==> config.mk <==
export PLATFORM = sky130hd
export DESIGN_NAME = aes_inv_round_mix_flat
export DESIGN_NICKNAME = d
export VERILOG_FILES = /design/src/rtl/aes_inv_round_mix_if.sv /design/src/rtl/aes_inv_round_mix.sv /design/src/flat_wrapper.sv
export SDC_FILE = /design/constraint.sdc
export NUM_CORES = 1
export LEC_CHECK = 0
export CAP_MARGIN = 15
export CORE_ASPECT_RATIO = 1.4
export CORE_MARGIN = 8
export CORE_UTILIZATION = 48
export CTS_CLUSTER_SIZE = 10
export DETAILED_ROUTE_END_ITERATION = 7
export GPL_ROUTABILITY_DRIVEN = 1
export HOLD_SLACK_MARGIN = 0.05
export MAX_ROUTING_LAYER = met4
export PLACE_DENSITY = 0.87
export RECOVER_POWER = 100
export SETUP_SLACK_MARGIN = 0.4
export SLEW_MARGIN = 20
export SYNTH_ARGS = -nofsm -noshare
export SYNTH_HDL_FRONTEND = slang
export SYNTH_SLANG_ARGS = --single-unit
export TNS_END_PERCENT = 5
==> constraint.sdc <==
create_clock -name clk -period 5.9 [get_ports clk]
set_input_delay 0.59 -clock clk [delete_from_list [all_inputs] [get_ports clk]]
set_output_delay 0.59 -clock clk [all_outputs]
set_load 0.005 [all_outputs]
==> src/rtl/aes_inv_round_mix_if.sv <==
// aes_inv_round_mix_if: block handshake bundle between the decryption round stages and the mix back-end
interface aes_inv_round_mix_if;
  logic in_valid;
  logic in_ready;
  logic [127:0] state;
  logic [127:0] round_key;
  logic last_round;
  logic out_valid;
  logic out_ready;
  logic [127:0] data_out;
  modport master (
    output in_valid, state, round_key, last_round, out_ready,
    input in_ready, out_valid, data_out
  );
  modport slave (
    input in_valid, state, round_key, last_round, out_ready,
    output in_ready, out_valid, data_out
  );
endinterface

==> src/rtl/aes_inv_round_mix.sv <==
// aes_inv_round_mix: AddRoundKey then InvMixColumns, one column per clock on a shared column datapath
module aes_inv_round_mix (
  input logic clk,
  input logic rst,
  aes_inv_round_mix_if.slave bus
);
  typedef enum logic [1:0] {IDLE, CALC, DONE} fsm_t;
  fsm_t fsm;
  logic [1:0] col;
  logic [127:0] work;
  logic [6:0] sel;
  logic [31:0] a, b;
  function automatic logic [7:0] xt(input logic [7:0] x);
    return {x[6:0], 1'b0} ^ (x[7] ? 8'h1b : 8'h00);
  endfunction
  function automatic logic [7:0] m9(input logic [7:0] x);
    return xt(xt(xt(x))) ^ x;
  endfunction
  function automatic logic [7:0] mb(input logic [7:0] x);
    return xt(xt(xt(x))) ^ xt(x) ^ x;
  endfunction
  function automatic logic [7:0] md(input logic [7:0] x);
    return xt(xt(xt(x))) ^ xt(xt(x)) ^ x;
  endfunction
  function automatic logic [7:0] me(input logic [7:0] x);
    return xt(xt(xt(x))) ^ xt(xt(x)) ^ xt(x);
  endfunction
  // column 0 sits in the top 32 bits, so the slice base is (3-col)*32
  assign sel = {~col, 5'b0};
  assign a = work[sel +: 32];
  always_comb begin
    b[31:24] = me(a[31:24]) ^ mb(a[23:16]) ^ md(a[15:8]) ^ m9(a[7:0]);
    b[23:16] = m9(a[31:24]) ^ me(a[23:16]) ^ mb(a[15:8]) ^ md(a[7:0]);
    b[15:8]  = md(a[31:24]) ^ m9(a[23:16]) ^ me(a[15:8]) ^ mb(a[7:0]);
    b[7:0]   = mb(a[31:24]) ^ md(a[23:16]) ^ m9(a[15:8]) ^ me(a[7:0]);
  end
  assign bus.data_out = work;
  always_ff @(posedge clk) begin
    if (rst) begin
      fsm <= IDLE;
      col <= 2'd0;
      work <= 128'h0;
      bus.in_ready <= 1'b1;
      bus.out_valid <= 1'b0;
    end else begin
      case (fsm)
        IDLE: if (bus.in_valid) begin
          work <= bus.state ^ bus.round_key;
          col <= 2'd0;
          bus.in_ready <= 1'b0;
          bus.out_valid <= bus.last_round;
          fsm <= bus.last_round ? DONE : CALC;
        end
        CALC: begin
          work[sel +: 32] <= b;
          col <= col + 2'd1;
          if (col == 2'd3) begin
            fsm <= DONE;
            bus.out_valid <= 1'b1;
          end
        end
        DONE: if (bus.out_ready) begin
          fsm <= IDLE;
          bus.out_valid <= 1'b0;
          bus.in_ready <= 1'b1;
        end
        default: begin
          fsm <= IDLE;
          bus.out_valid <= 1'b0;
          bus.in_ready <= 1'b1;
        end
      endcase
    end
  end
endmodule
==> src/flat_wrapper.sv <==
// flat-port wrapper written by rule: the top's interface ports become plain ports
module aes_inv_round_mix_flat 
  (clk, rst, bus_in_valid, bus_state, bus_round_key, bus_last_round, bus_out_ready, bus_in_ready, bus_out_valid, bus_data_out);
  aes_inv_round_mix_if bus_i ();
  input logic clk;
  input logic rst;
  input wire logic [$bits(bus_i.in_valid)-1:0] bus_in_valid;
  input wire logic [$bits(bus_i.state)-1:0] bus_state;
  input wire logic [$bits(bus_i.round_key)-1:0] bus_round_key;
  input wire logic [$bits(bus_i.last_round)-1:0] bus_last_round;
  input wire logic [$bits(bus_i.out_ready)-1:0] bus_out_ready;
  output wire logic [$bits(bus_i.in_ready)-1:0] bus_in_ready;
  output wire logic [$bits(bus_i.out_valid)-1:0] bus_out_valid;
  output wire logic [$bits(bus_i.data_out)-1:0] bus_data_out;
  assign bus_i.in_valid = bus_in_valid;
  assign bus_i.state = bus_state;
  assign bus_i.round_key = bus_round_key;
  assign bus_i.last_round = bus_last_round;
  assign bus_i.out_ready = bus_out_ready;
  assign bus_in_ready = bus_i.in_ready;
  assign bus_out_valid = bus_i.out_valid;
  assign bus_data_out = bus_i.data_out;
  aes_inv_round_mix u_core (.clk(clk), .rst(rst), .bus(bus_i));
endmodule
* Yosys cells after proc, flatten, opt, wreduce, memory -nomap -nowiden *
Cells that the tools add are included.

word-level totals
  register bits after elaboration = 134
  input port bits = 261
  output and inout bits = 130
  word-level logic and storage cells = 101

operators by class
  add/subtract/negate cells = 2
  eq/ne operators = 6
  shifts and indexed selects = 3
  mux-type cells = 29
  bitwise gates (word level) = 51
  reduce and logical (&&, ||, !) cells = 5

operators by type and width
  operator                                                                   count
  8-bit bitwise XOR                                                          47
  128-bit one-hot mux with 2 select lines                                    1
  128-bit bitwise mux                                                        1
  128-bit two-way mux                                                        1
  32-bit by 9-bit variable shift with 128-bit output (first input constant)  1
  128-bit by 8-bit variable part select with 32-bit output                   1
  32-bit by 9-bit variable part select with 128-bit output                   1
  128-bit bitwise XOR                                                        1
  5-bit two-way mux                                                          12
  2-bit two-way mux                                                          5
  7-bit negation with 9-bit output                                           1
  8-bit by 5-bit bitwise XOR with 8-bit output                               1
  1-bit one-hot mux with 3 select lines                                      2
  2-bit one-hot mux with 3 select lines                                      1
  3-bit AND reduction                                                        2
  1-bit two-way mux                                                          5
  2-bit equality test (second input constant)                                2
  2-bit != test (second input constant)                                      2
  2-bit one-hot mux with 2 select lines                                      1
  2-bit by 1-bit adder with 2-bit output (second input constant)             1
  2-bit by 1-bit equality test with 1-bit output (second input constant)     1
  2-bit logical NOT                                                          1
  2-bit by 1-bit != test with 1-bit output (second input constant)           1
  2-bit NOT                                                                  1
  3 further kinds                                                            3

* Depth between registers and ports, before layout *
  word-level depth = 16
  depth in mapped cells = 12
  gate-level depth less buffers = 7

* Least setup slack after synthesis *
No wires, ideal clock.

  kind = flip-flop to flip-flop
  from = register u_core.col[0]
  to = register u_core.work[12] (netlist: u_core.bus.data_out[12])
  library setup time = 0.132 ns
  arrival time = 3.005 ns
  required time = 5.768 ns
  setup slack = 2.763 ns
  cell stages (with the launch flop) = 11
  path buffers = 3
  period minus slack after synthesis = 3.137 ns
  cell sequence = dfxtp_1 > buf_6 > buf_12 > mux4_2 > buf_2 > xnor2_1 > xnor3_2 > xnor3_1 > xor3_2 > a221oi_2 > nor3_1

between the ends
  word-level cells in the longest chain between the ends = 14
  elaborated cells between the ends (all ways) = 67
  classes of those cells = add/sub: 1; shift: 3; mux: 14; bitwise: 49

ends and longest elaborated chain
  what                                                       RTL line                                                                   source
  from (decl)                                                aes_inv_round_mix.sv:9                                                     logic [1:0] col;
  from (signal assigned)                                     aes_inv_round_mix.sv:56                                                    col <= col + 2'd1;
  2-bit NOT (*)                                              aes_inv_round_mix.sv:29                                                    assign sel = {~col, 5'b0};
  128-bit by 8-bit variable part select with 32-bit output   aes_inv_round_mix.sv:30                                                    assign a = work[sel +: 32];
  8-bit bitwise XOR or 5-bit two-way mux (tied branches)     aes_inv_round_mix.sv:14                                                    return {x[6:0], 1'b0} ^ (x[7] ? 8'h1b : 8'h00);
  8-bit bitwise XOR (tied with other cells)                  aes_inv_round_mix.sv:14
  5-bit two-way mux (tied with other cells)                  aes_inv_round_mix.sv:14
  8-bit bitwise XOR                                          aes_inv_round_mix.sv:14
  8-bit bitwise XOR, on equally long branches (2 in series)  aes_inv_round_mix.sv:20, aes_inv_round_mix.sv:23, aes_inv_round_mix.sv:26
  8-bit bitwise XOR, on equally long branches (3 in series)  -
  32-bit by 9-bit variable part select with 128-bit output   aes_inv_round_mix.sv:55                                                    work[sel +: 32] <= b;
  128-bit bitwise mux (*)                                    aes_inv_round_mix.sv:55
  128-bit one-hot mux with 2 select lines (*)                aes_inv_round_mix.sv:46                                                    case (fsm)
  to (signal assigned)                                       aes_inv_round_mix.sv:48                                                    work <= bus.state ^ bus.round_key;
  to (decl)                                                  aes_inv_round_mix.sv:10                                                    logic [127:0] work;

Every way passes the cells marked *; elsewhere a longest branch is shown, timed or not.
A chain may end at the register's enable or synchronous reset.

* Worst setup path in the final report *
  from = register u_core.col[1]
  to = register u_core.work[78] (netlist: u_core.bus.data_out[78])

Same word-level chain as after synthesis.

==> impl_metrics.yaml <==
run_status:
  outcome: "finished, final reports clean"
power_and_ir_drop:
  p_sw_mw: 2.589
  p_seq_share_pct: 18.9
  power.share.clock_pct: 16.7
  power_density_nw_per_um2: 409.8
  power_mw: 5.849
  pwr-share-comb_pct: 64.3
  p_leak_nw: 5.602
  switching_share_pct: 44.26
  ir_drop_mv: 0.3082
  internal-power_mw: 3.261
sta:
  max_freq_mhz: 211.7
  rsz0062_at_grt: "false"
  fin_tns_setup_ps: 0
  max_slew_margin_pct: 14.49
  tightest_slew_ps: 1281
  final_hold_viol_count: 0
  finalWorstSetupSlack_ps: 1175
  period_share_pct: 80.08
  setup_violations: 0
  finalCriticalPeriod_ps: 4725
  slew_viol_final: 0
  skew_ps: 10.83
cts:
  clk_latency_ps: 420
  cts_made_buffers: 17
  clk_pin_slew_ps: 60
  post_cts_resized: 0
  clk_path_buf_depth: 2
  cts_tree: "built"
  cts_htree_levels: 4
  cts_root_buf: "clkbuf_16"
  cts_sinks: 133
  post_cts_buffers: 0
  hold_buffers: 0
yosys:
  synth_area_sq_um: 9839
  synth_cell_types: 38
  syn_inst: 1000
  postSynthAreaPerCell_sq_um: 9.839
  synth_nets: 1265
  ys_warn_count: 0
  ys_seq_elements: 133
  seq_area_frac_synth_pct: 27.06
cells_and_area:
  synthToLayoutAreaGrowth_pct: 45.07
  antenna_cells: 0
  final_common_cell: "clkdlybuf4s50_1"
  fin_nets: 1595
  fillerInstances: 1564
  fin_cells: 1599
  drive_gt1_share_pct: 6.925
  layout_common_cells: "clkdlybuf4s50_1, xnor2_1, nor2_1"
run:
  cap_violations: 0
min_path:
  worst_hold_startpoint: "u_core.bus.data_out[30]$_SDFFE_PP0P_"
  holdPathStages: 2
  hold_path.class: "reg2reg"
grt:
  grt_use_total_pct: 31.46
  grt_pass1_vias: 10140
  grt_pass1_wl_um: 58930
  antenna_found_initial: 0
  gr-total-overflow: 0
  grt_max_degree: 81
critical_path:
  required_ps: 6250
  setup.worst_path.end_class: "flip-flop"
  crit_fanout: 24
  worstSetupPathType: "reg2reg"
  reg2reg_depth: 8
  critPathLaunch: "u_core.col[1]$_SDFFE_PP0P_"
  reg2reg_from: "u_core.col[1]$_SDFFE_PP0P_"
  worstPathArrival_ps: 5070
  timing.critical_path.from_type: "flip-flop"
die:
  io-pin-count: 391
  die_x_um: 137.0
  start_util_pct: 48.41
  placeableCoreArea_sq_um: 20320
  die_area_sq_um: 25400
  rows: 62
  dieHeight_um: 185.4
placed_design:
  dp_cells: 1567
  hpwl_um: 30290
  place_ws_ps: 2013
  gp_congestion: 0.9996
  io_buffers: 390
routing:
  avgViaCountPerCell: 6.121
  wl_per_cell_um: 24.98
  vias: 9788
  drcViolationCount: 0
  drt_iter0_markers: 957
  dr.pass1.iters: 5
  totalWireLength_um: 39940
  ant_nets: 0
-- area by class of cell --
class | instances | area [sq um] | share of cell area [%]
clock buffer | 21 | 460.4 | 3.226
clock inverter | 11 | 76.32 | 0.5347
inverter | 3 | 11.26 | 0.07889
multi-input combinational | 775 | 6769 | 47.42
sequential | 133 | 2664 | 18.66
tap | 256 | 320.3 | 2.244
timing repair buffer | 400 | 3973 | 27.83
-- critical path, stage by stage (launching register included) --
cell,delay [ps]
dfxtp_1,1170
clkbuf_1,690
mux4_2,580
xnor2_4,350
xor2_1,420
xnor3_1,510
xnor2_1,510
a221oi_1,190
nor3_1,210
-- Yosys cell counts --
cell type | number | area (sq um)
dfxtp_1 | 133 | 2663
a21oi_1 | 7 | 35.03
buf_4 | 4 | 30.03
and4_1 | 1 | 8.760
a221oi_1 | 76 | 665.6
and3_1 | 2 | 12.51
xnor2_4 | 3 | 82.58
o21ai_0 | 47 | 235.2
xnor2_2 | 7 | 113.9
o21bai_1 | 2 | 15.01
inv_1 | 3 | 11.26
xnor2_1 | 144 | 1261
nand3_1 | 2 | 10.01
nand4_1 | 1 | 6.260
ha_1 | 4 | 50.05
a21o_1 | 4 | 30.03
nand2b_1 | 2 | 12.51
nor3_1 | 84 | 420.4
xnor3_2 | 1 | 23.77
a22oi_1 | 1 | 7.510
xor3_2 | 3 | 75.07
nor2_1 | 135 | 506.7
buf_1 | 1 | 3.750
nor2b_1 | 2 | 12.51
buf_12 | 1 | 20.02
buf_6 | 3 | 33.78
mux4_2 | 32 | 720.7
xor2_1 | 110 | 963.4
xor2_2 | 3 | 48.80
xnor3_1 | 40 | 900.9
o221ai_1 | 48 | 420.4
buf_2 | 10 | 50.05
a221oi_2 | 4 | 60.06
or3_1 | 1 | 6.260
buf_8 | 1 | 15.01
nor3b_1 | 4 | 30.03
nand2_1 | 5 | 18.77
clkbuf_1 | 69 | 259.0
-- flip-flops by register name, indices dropped and copies added, names as in the netlist --
signal / count
u_core.bus.in_ready: 1
u_core.bus.data_out: 128
u_core.col: 2
u_core.bus.out_valid: 1
u_core.fsm: 1
-- kinds of logic (layout without fill, tap and decap cells) --
logic type	Yosys count	in the layout	share of synthesized area, %
XOR/XNOR	311	311	35.26
AO/OA/AOI/OAI	189	189	14.93
adder cells (fa/ha/maj)	4	4	0.5087
multiplexers	32	32	7.325
AND/OR/NAND/NOR	239	239	10.62
flip-flops	133	133	27.06
buffers and inverters	92	435	4.298
-- worst paths after layout --
| path | endpoint | slack (ps) |
|---|---|---|
| max | u_core.bus.data_out[78]$_SDFFE_PP0P_ | 1180 |
| min | u_core.bus.data_out[30]$_SDFFE_PP0P_ | 500 |
| max reg2reg | u_core.bus.data_out[78]$_SDFFE_PP0P_ | 1180 |
| min reg2reg | u_core.bus.data_out[30]$_SDFFE_PP0P_ | 500 |
-- layer usage --
layer,vias up,global-route usage (%),share of wire (%)
li1,4301,-,-
met3,109,7.112,9.8
met5,-,-,0
met4,0,15.21,4.4
met2,742,53.42,51
met1,4636,33.91,35
-- power by group through the flow --
stage / combinational (mW) / clock, mW / sequential (mW)
final: 3.76 / 0.978 / 1.11
after global routing: 3.92 / 1.02 / 1.12
after CTS: 3.78 / 0.979 / 1.11
after detailed placement: 3.74 / 0 / 1.13
after global placement: 3.72 / 0 / 1.12
after floorplan: 2.55 / 0 / 1.10
-- through the flow --
step | utilization, % | cell area, sq um | hold slack (ps)
global placement | 67.83 | 13790 | 487.6
CTS | 70.48 | 14320 | 505.9
floorplan | - | 9839 | 493.6
finish | 70.23 | 14270 | 503.5
global route | 70.23 | 14270 | 525.5
detailed placement | 67.83 | 13790 | 495.3
(Power assumes the default switching activity.)
